[src/rtl/nn_layer_if.sv]
// rtl/nn_layer_if.sv - layer request, weight/bias ROM, activation and output bus of the sequencer
interface nn_layer_if #(
    parameter int W     = 8,
    parameter int IDX_W = 1,
    parameter int NEU_W = 1,
    parameter int WA_W  = 1
);
    logic                    req;
    logic                    ack_layer;
    logic [IDX_W-1:0]        in_sel;
    logic signed [W-1:0]     in_data;
    logic [WA_W-1:0]         w_addr;
    logic signed [W-1:0]     w_data;
    logic [NEU_W-1:0]        b_addr;
    logic signed [W-1:0]     b_data;
    logic                    act_start;
    logic signed [W-1:0]     act_z;
    logic                    act_done;
    logic signed [W-1:0]     act_a;
    logic                    out_we;
    logic [NEU_W-1:0]        out_idx;
    logic signed [W-1:0]     out_data;

    modport master (
        input  req, in_data, w_data, b_data, act_done, act_a,
        output ack_layer, in_sel, w_addr, b_addr, act_start, act_z, out_we, out_idx, out_data
    );

    modport slave (
        output req, in_data, w_data, b_data, act_done, act_a,
        input  ack_layer, in_sel, w_addr, b_addr, act_start, act_z, out_we, out_idx, out_data
    );
endinterface

[src/rtl/nn_layer_sequencer.sv]
// rtl/nn_layer_sequencer.sv - one fully-connected layer over a single shared MAC with external activation
module nn_layer_sequencer #(
    parameter int N_IN  = 2,
    parameter int N_OUT = 1,
    parameter int W     = 8,
    parameter int FRAC  = 4,
    parameter int IDX_W = (N_IN > 1) ? $clog2(N_IN) : 1,
    parameter int NEU_W = (N_OUT > 1) ? $clog2(N_OUT) : 1,
    parameter int WA_W  = (N_IN * N_OUT > 1) ? $clog2(N_IN * N_OUT) : 1
) (
    input  logic       clk,
    input  logic       rst,
    nn_layer_if.master bus
);
    localparam logic [2:0] S_IDLE  = 3'd0;
    localparam logic [2:0] S_MAC   = 3'd1;
    localparam logic [2:0] S_DRAIN = 3'd2;
    localparam logic [2:0] S_BIAS  = 3'd3;
    localparam logic [2:0] S_ACT   = 3'd4;
    localparam logic [2:0] S_WRITE = 3'd5;
    localparam logic [2:0] S_DONE  = 3'd6;

    localparam logic [IDX_W-1:0] I_LAST = IDX_W'(N_IN - 1);
    localparam logic [NEU_W-1:0] N_LAST = NEU_W'(N_OUT - 1);

    logic [2:0]            state;
    logic [IDX_W-1:0]      i;
    logic [IDX_W-1:0]      in_sel;
    logic [NEU_W-1:0]      n;
    logic [NEU_W-1:0]      b_addr;
    logic [NEU_W-1:0]      out_idx;
    logic [WA_W-1:0]       w_addr;
    logic signed [W-1:0]   acc;
    logic signed [W-1:0]   x_q;
    logic signed [W-1:0]   act_z;
    logic signed [W-1:0]   out_data;
    logic signed [W-1:0]   term;
    logic signed [2*W-1:0] prod;
    logic                  act_start;
    logic                  out_we;

    // ROM latency means w_data lines up with the x_q captured one cycle earlier
    assign prod = {{W{bus.w_data[W-1]}}, bus.w_data} * {{W{x_q[W-1]}}, x_q};
    assign term = W'(prod >>> FRAC);

    assign bus.ack_layer = (state == S_DONE);
    assign bus.in_sel    = in_sel;
    assign bus.w_addr    = w_addr;
    assign bus.b_addr    = b_addr;
    assign bus.act_start = act_start;
    assign bus.act_z     = act_z;
    assign bus.out_we    = out_we;
    assign bus.out_idx   = out_idx;
    assign bus.out_data  = out_data;

    always_ff @(posedge clk) begin
        if (rst) begin
            state     <= S_IDLE;
            i         <= '0;
            n         <= '0;
            in_sel    <= '0;
            w_addr    <= '0;
            b_addr    <= '0;
            out_idx   <= '0;
            acc       <= '0;
            x_q       <= '0;
            act_z     <= '0;
            out_data  <= '0;
            act_start <= 1'b0;
            out_we    <= 1'b0;
        end else begin
            act_start <= 1'b0;
            out_we    <= 1'b0;
            case (state)
                S_IDLE: begin
                    if (bus.req) begin
                        state  <= S_MAC;
                        n      <= '0;
                        i      <= '0;
                        acc    <= '0;
                        in_sel <= '0;
                        w_addr <= '0;
                    end
                end
                S_MAC: begin
                    x_q <= bus.in_data;
                    if (i != '0) begin
                        acc <= acc + term;
                    end
                    if (i == I_LAST) begin
                        state  <= S_DRAIN;
                        b_addr <= n;
                    end else begin
                        i      <= i + IDX_W'(1);
                        in_sel <= i + IDX_W'(1);
                        w_addr <= w_addr + WA_W'(1);
                    end
                end
                S_DRAIN: begin
                    acc   <= acc + term;
                    state <= S_BIAS;
                end
                S_BIAS: begin
                    act_z     <= acc + bus.b_data;
                    act_start <= 1'b1;
                    state     <= S_ACT;
                end
                S_ACT: begin
                    // act_done in the act_start cycle cannot belong to this request
                    if (bus.act_done && !act_start) begin
                        out_data <= bus.act_a;
                        out_idx  <= n;
                        out_we   <= 1'b1;
                        state    <= S_WRITE;
                    end
                end
                S_WRITE: begin
                    acc <= '0;
                    i   <= '0;
                    if (n == N_LAST) begin
                        state <= S_DONE;
                    end else begin
                        n      <= n + NEU_W'(1);
                        in_sel <= '0;
                        w_addr <= w_addr + WA_W'(1);
                        state  <= S_MAC;
                    end
                end
                S_DONE: begin
                    if (!bus.req) begin
                        state <= S_IDLE;
                    end
                end
                default: state <= S_IDLE;
            endcase
        end
    end
endmodule

[src/flat_wrapper.sv]
// flat-port wrapper written by rule: the top's interface ports become plain ports
module nn_layer_sequencer_flat 
#(
    parameter int N_IN  = 2,
    parameter int N_OUT = 1,
    parameter int W     = 8,
    parameter int FRAC  = 4,
    parameter int IDX_W = (N_IN > 1) ? $clog2(N_IN) : 1,
    parameter int NEU_W = (N_OUT > 1) ? $clog2(N_OUT) : 1,
    parameter int WA_W  = (N_IN * N_OUT > 1) ? $clog2(N_IN * N_OUT) : 1
)
  (clk, rst, bus_req, bus_in_data, bus_w_data, bus_b_data, bus_act_done, bus_act_a, bus_ack_layer, bus_in_sel, bus_w_addr, bus_b_addr, bus_act_start, bus_act_z, bus_out_we, bus_out_idx, bus_out_data);
  nn_layer_if #(.W(W), .IDX_W(IDX_W), .NEU_W(NEU_W), .WA_W(WA_W)) bus_i ();
  input  logic clk;
  input  logic rst;
  input wire logic [$bits(bus_i.req)-1:0] bus_req;
  input wire logic [$bits(bus_i.in_data)-1:0] bus_in_data;
  input wire logic [$bits(bus_i.w_data)-1:0] bus_w_data;
  input wire logic [$bits(bus_i.b_data)-1:0] bus_b_data;
  input wire logic [$bits(bus_i.act_done)-1:0] bus_act_done;
  input wire logic [$bits(bus_i.act_a)-1:0] bus_act_a;
  output wire logic [$bits(bus_i.ack_layer)-1:0] bus_ack_layer;
  output wire logic [$bits(bus_i.in_sel)-1:0] bus_in_sel;
  output wire logic [$bits(bus_i.w_addr)-1:0] bus_w_addr;
  output wire logic [$bits(bus_i.b_addr)-1:0] bus_b_addr;
  output wire logic [$bits(bus_i.act_start)-1:0] bus_act_start;
  output wire logic [$bits(bus_i.act_z)-1:0] bus_act_z;
  output wire logic [$bits(bus_i.out_we)-1:0] bus_out_we;
  output wire logic [$bits(bus_i.out_idx)-1:0] bus_out_idx;
  output wire logic [$bits(bus_i.out_data)-1:0] bus_out_data;
  assign bus_i.req = bus_req;
  assign bus_i.in_data = bus_in_data;
  assign bus_i.w_data = bus_w_data;
  assign bus_i.b_data = bus_b_data;
  assign bus_i.act_done = bus_act_done;
  assign bus_i.act_a = bus_act_a;
  assign bus_ack_layer = bus_i.ack_layer;
  assign bus_in_sel = bus_i.in_sel;
  assign bus_w_addr = bus_i.w_addr;
  assign bus_b_addr = bus_i.b_addr;
  assign bus_act_start = bus_i.act_start;
  assign bus_act_z = bus_i.act_z;
  assign bus_out_we = bus_i.out_we;
  assign bus_out_idx = bus_i.out_idx;
  assign bus_out_data = bus_i.out_data;
  nn_layer_sequencer #(.N_IN(N_IN), .N_OUT(N_OUT), .W(W), .FRAC(FRAC), .IDX_W(IDX_W), .NEU_W(NEU_W), .WA_W(WA_W)) u_core (.clk(clk), .rst(rst), .bus(bus_i));
endmodule
[config.mk]
export PLATFORM = sky130hd
export DESIGN_NAME = nn_layer_sequencer_flat
export DESIGN_NICKNAME = d
export VERILOG_FILES = /design/src/rtl/nn_layer_if.sv /design/src/rtl/nn_layer_sequencer.sv /design/src/flat_wrapper.sv
export SDC_FILE = /design/constraint.sdc
export NUM_CORES = 1
export LEC_CHECK = 0
export ABC_AREA = 1
export BUFFER_PORTS_ARGS = -buffer_cell sky130_fd_sc_hd__buf_4
export CAP_MARGIN = 5
export CORE_ASPECT_RATIO = 1.75
export CORE_UTILIZATION = 55
export DETAILED_ROUTE_END_ITERATION = 6
export HOLD_SLACK_MARGIN = 0.12
export PLACE_DENSITY_LB_ADDON = 0.2
export SLEW_MARGIN = 25
export SYNTH_ARGS = -nofsm -noshare
export SYNTH_HDL_FRONTEND = slang
export SYNTH_SLANG_ARGS = --single-unit
[constraint.sdc]
create_clock -name clk -period 6.4 [get_ports clk]
set_clock_uncertainty 0.15 [all_clocks]
set_input_delay 0.96 -clock clk [delete_from_list [all_inputs] [get_ports clk]]
set_output_delay 0.96 -clock clk [all_outputs]
set_load 0.02 [all_outputs]
==> impl_metrics.yaml <==
status:
  status: "complete, no violations"
die:
  core_area_sq_mm: 0.00723
  ios: 59
  die_height_um: 116
  fp.dieW_um: 67.2
  dieArea_sq_mm: 0.00781
  num_rows: 41
  start_util: 0.566
worst_setup_path:
  cp.arrival_ns: 5.77
  critPathLaunchType: "input port"
  r2r-start: "u_core.x_q[5]$_SDFFE_PP0P_"
  critical_path_required_ns: 6.48
  path_max_fanout: 5
  critPathKind: "input port to flop"
  crit_path_frequent_cell: "nand2_1"
  crit_slowest_cell: "fa_1"
  critical-path-max-stage-delay_ns: 0.55
  cp-startpoint: "bus_w_data[0]"
  crit_path_end_kind: "flop"
finish:
  fin_util: 0.654
  insertedDiodeCount: 0
  layout_commonest_cell: "inv_1"
  layout-drive-gt1-share: 0.119
  final_cell_mix: "inv_1 (147), nand2_1 (126), buf_4 (56)"
  synthToLayoutAreaGrowth_pct: 15.4
  nNetsFinal: 747
job:
  drv_cap: 0
sta:
  hold_violations: 0
  final.min_clock_period_ns: 5.69
  fmax_mhz: 176
  final_max_slew_viol_count: 0
  fin_tns_setup_ns: 0
  whs_ns: 0.327
  rsz0062_at_grt: "no"
  fin_crit_sh: 0.889
  setup_violations: 0
  slew_headroom: 0.522
  tightest_slew_ns: 0.715
cts:
  cts_buffer_depth: 2
  cts_hold_buf: 0
  cts_made_buffers: 5
  htreeDepth: 2
  clkLatencyLatePin_ns: 0.29
  cts.sinks: 40
  tritoncts: "yes"
  clk_pin_slew_worst_paths_ns: 0.06
  ctsResizeCount: 0
  root_buffer: "clkbuf_16"
  cts_post_setup_buffers_inserted: 0
global_route:
  first_global_vias: 3684
  antenna_found_initial: 0
  grt_use_total: 0.264
  grt_pass1_wl_um: 15700
  grt_overflow: 0
  grt_max_degree: 22
routing:
  totalWireLength_um: 9270
  vias: 3664
  first_pass_iters: 4
  wl_per_cell_um: 12.8
  viasPerCell: 5.07
  drt_iter0_drc: 118
  ant_nets: 0
  drc: 0
synthesis:
  synthesis.area_sq_mm: 0.00410
  ys_seq_area_frac: 0.195
  postSynthAreaPerCell_sq_um: 6.95
  synth_cell_type_count: 34
  ys_seq_elements: 40
  syn-instance-count: 589
  ys_warn_count: 0
power_and_ir_drop:
  vdd_drop_max_mv: 0.387
  cellPowerDensity_mw_per_mm2: 509
  power_leakage_uw: 0.00274
hold_path:
  hp-start: "u_core.bus.in_sel$_SDFFE_PP0P_"
  hp-class: "flop to flop"
placement:
  gp_congestion: 0.950
  io_buffers: 56
  dp_hpwl_um: 7540
[synth_stat cells (all sizes together)]
library cell,n,area share
a32oi,2,0.0043
a21oi,36,0.046
conb,1,0.00092
o211ai,1,0.0018
or2,4,0.0067
xnor2,7,0.015
buf,8,0.013
nand3b,2,0.0037
a211oi,1,0.0018
fa,38,0.19
o21ai,32,0.040
a21o,3,0.0055
ha,37,0.11
xor2,6,0.013
inv,148,0.14
nand2,130,0.12
clkinv,1,0.00092
nor2,55,0.053
o211a,1,0.0024
nand4,1,0.0015
clkbuf,9,0.0082
nand3,23,0.028
dfxtp,40,0.20
nor3,3,0.0037
[sequential cells by signal, indices dropped and copies added (netlist names)]
signal / count
u_core.bus.out_data: 8
u_core.bus.in_sel: 1
u_core.state: 3
u_core.acc: 8
u_core.bus.act_start: 1
u_core.bus.out_we: 1
u_core.i: 1
u_core.x_q: 8
u_core.bus.act_z: 8
u_core.bus.w_addr: 1
[critical path: cells and delay by family]
| kind | cells | cell delay (ns) |
|---|---|---|
| xor+xnor | 1 | 0.13 |
| fa+ha+maj | 6 | 2.82 |
| simple gates | 12 | 0.98 |
| buf+inv | 6 | 0.43 |
| compound gates | 3 | 0.46 |
[layer usage]
layer / share of wire / vias to the layer above / wire [um] / global-route usage
met1: 0.38 / 1718 / 3480 / 0.267
met4: 0.019 / 0 / 180 / 0.102
li1: - / 1852 / - / -
met2: 0.57 / 77 / 5320 / 0.520
met5: 0 / - / 0 / 0
met3: 0.031 / 17 / 284 / 0.0313
[logic make-up (layout without fill, tap and decap cells)]
group | Yosys count | count (layout) | share of synthesized area
other cells | 1 | 2 | 0.000915
xor+xnor | 13 | 13 | 0.0278
fa+ha+maj | 75 | 75 | 0.299
simple gates | 218 | 218 | 0.218
buf+inv | 166 | 212 | 0.157
compound gates | 76 | 76 | 0.102
flops | 40 | 40 | 0.195
[area by class of cell]
class / count / area [sq um]
multi-input combinational: 384 / 2660
fill: 674 / 2500
sequential: 40 / 801
inverter: 149 / 559
timing repair buffer: 56 / 420
clock buffer: 5 / 125
tap: 86 / 108
clock inverter: 2 / 60.1
[per-stage QoR]
step / std cells / cell area [sq um] / setup slack, ns / total power [uW]
finish: 722 / 4730 / 0.708 / 2400
CTS: 722 / 4730 / 0.703 / 2420
floorplan: 590 / 4100 / 0.734 / 1720
detailed placement: 715 / 4540 / 0.417 / 2070
global route: 722 / 4730 / 0.212 / 2730
global placement: 715 / 4540 / 0.563 / 2020
[power breakdown]
part	switching (uW)	leakage, uW	internal (uW)	total (uW)
sequential	86.4	0.000325	310	396
combinational	1010	0.00232	683	1690
clock	96.2	0.0000899	221	317
total	1190	0.00274	1210	2400
[worst paths after layout]
check	end	slack, ns	cells after the start
setup / recovery	u_core.acc[7]$_SDFFE_PP0P_	0.71	28
hold reg to reg	u_core.bus.in_sel$_SDFFE_PP0P_	0.33	2
hold / removal	u_core.bus.in_sel$_SDFFE_PP0P_	0.33	2
setup reg to reg	u_core.acc[7]$_SDFFE_PP0P_	1.05	26
Power figures use the tool's default switching activity.
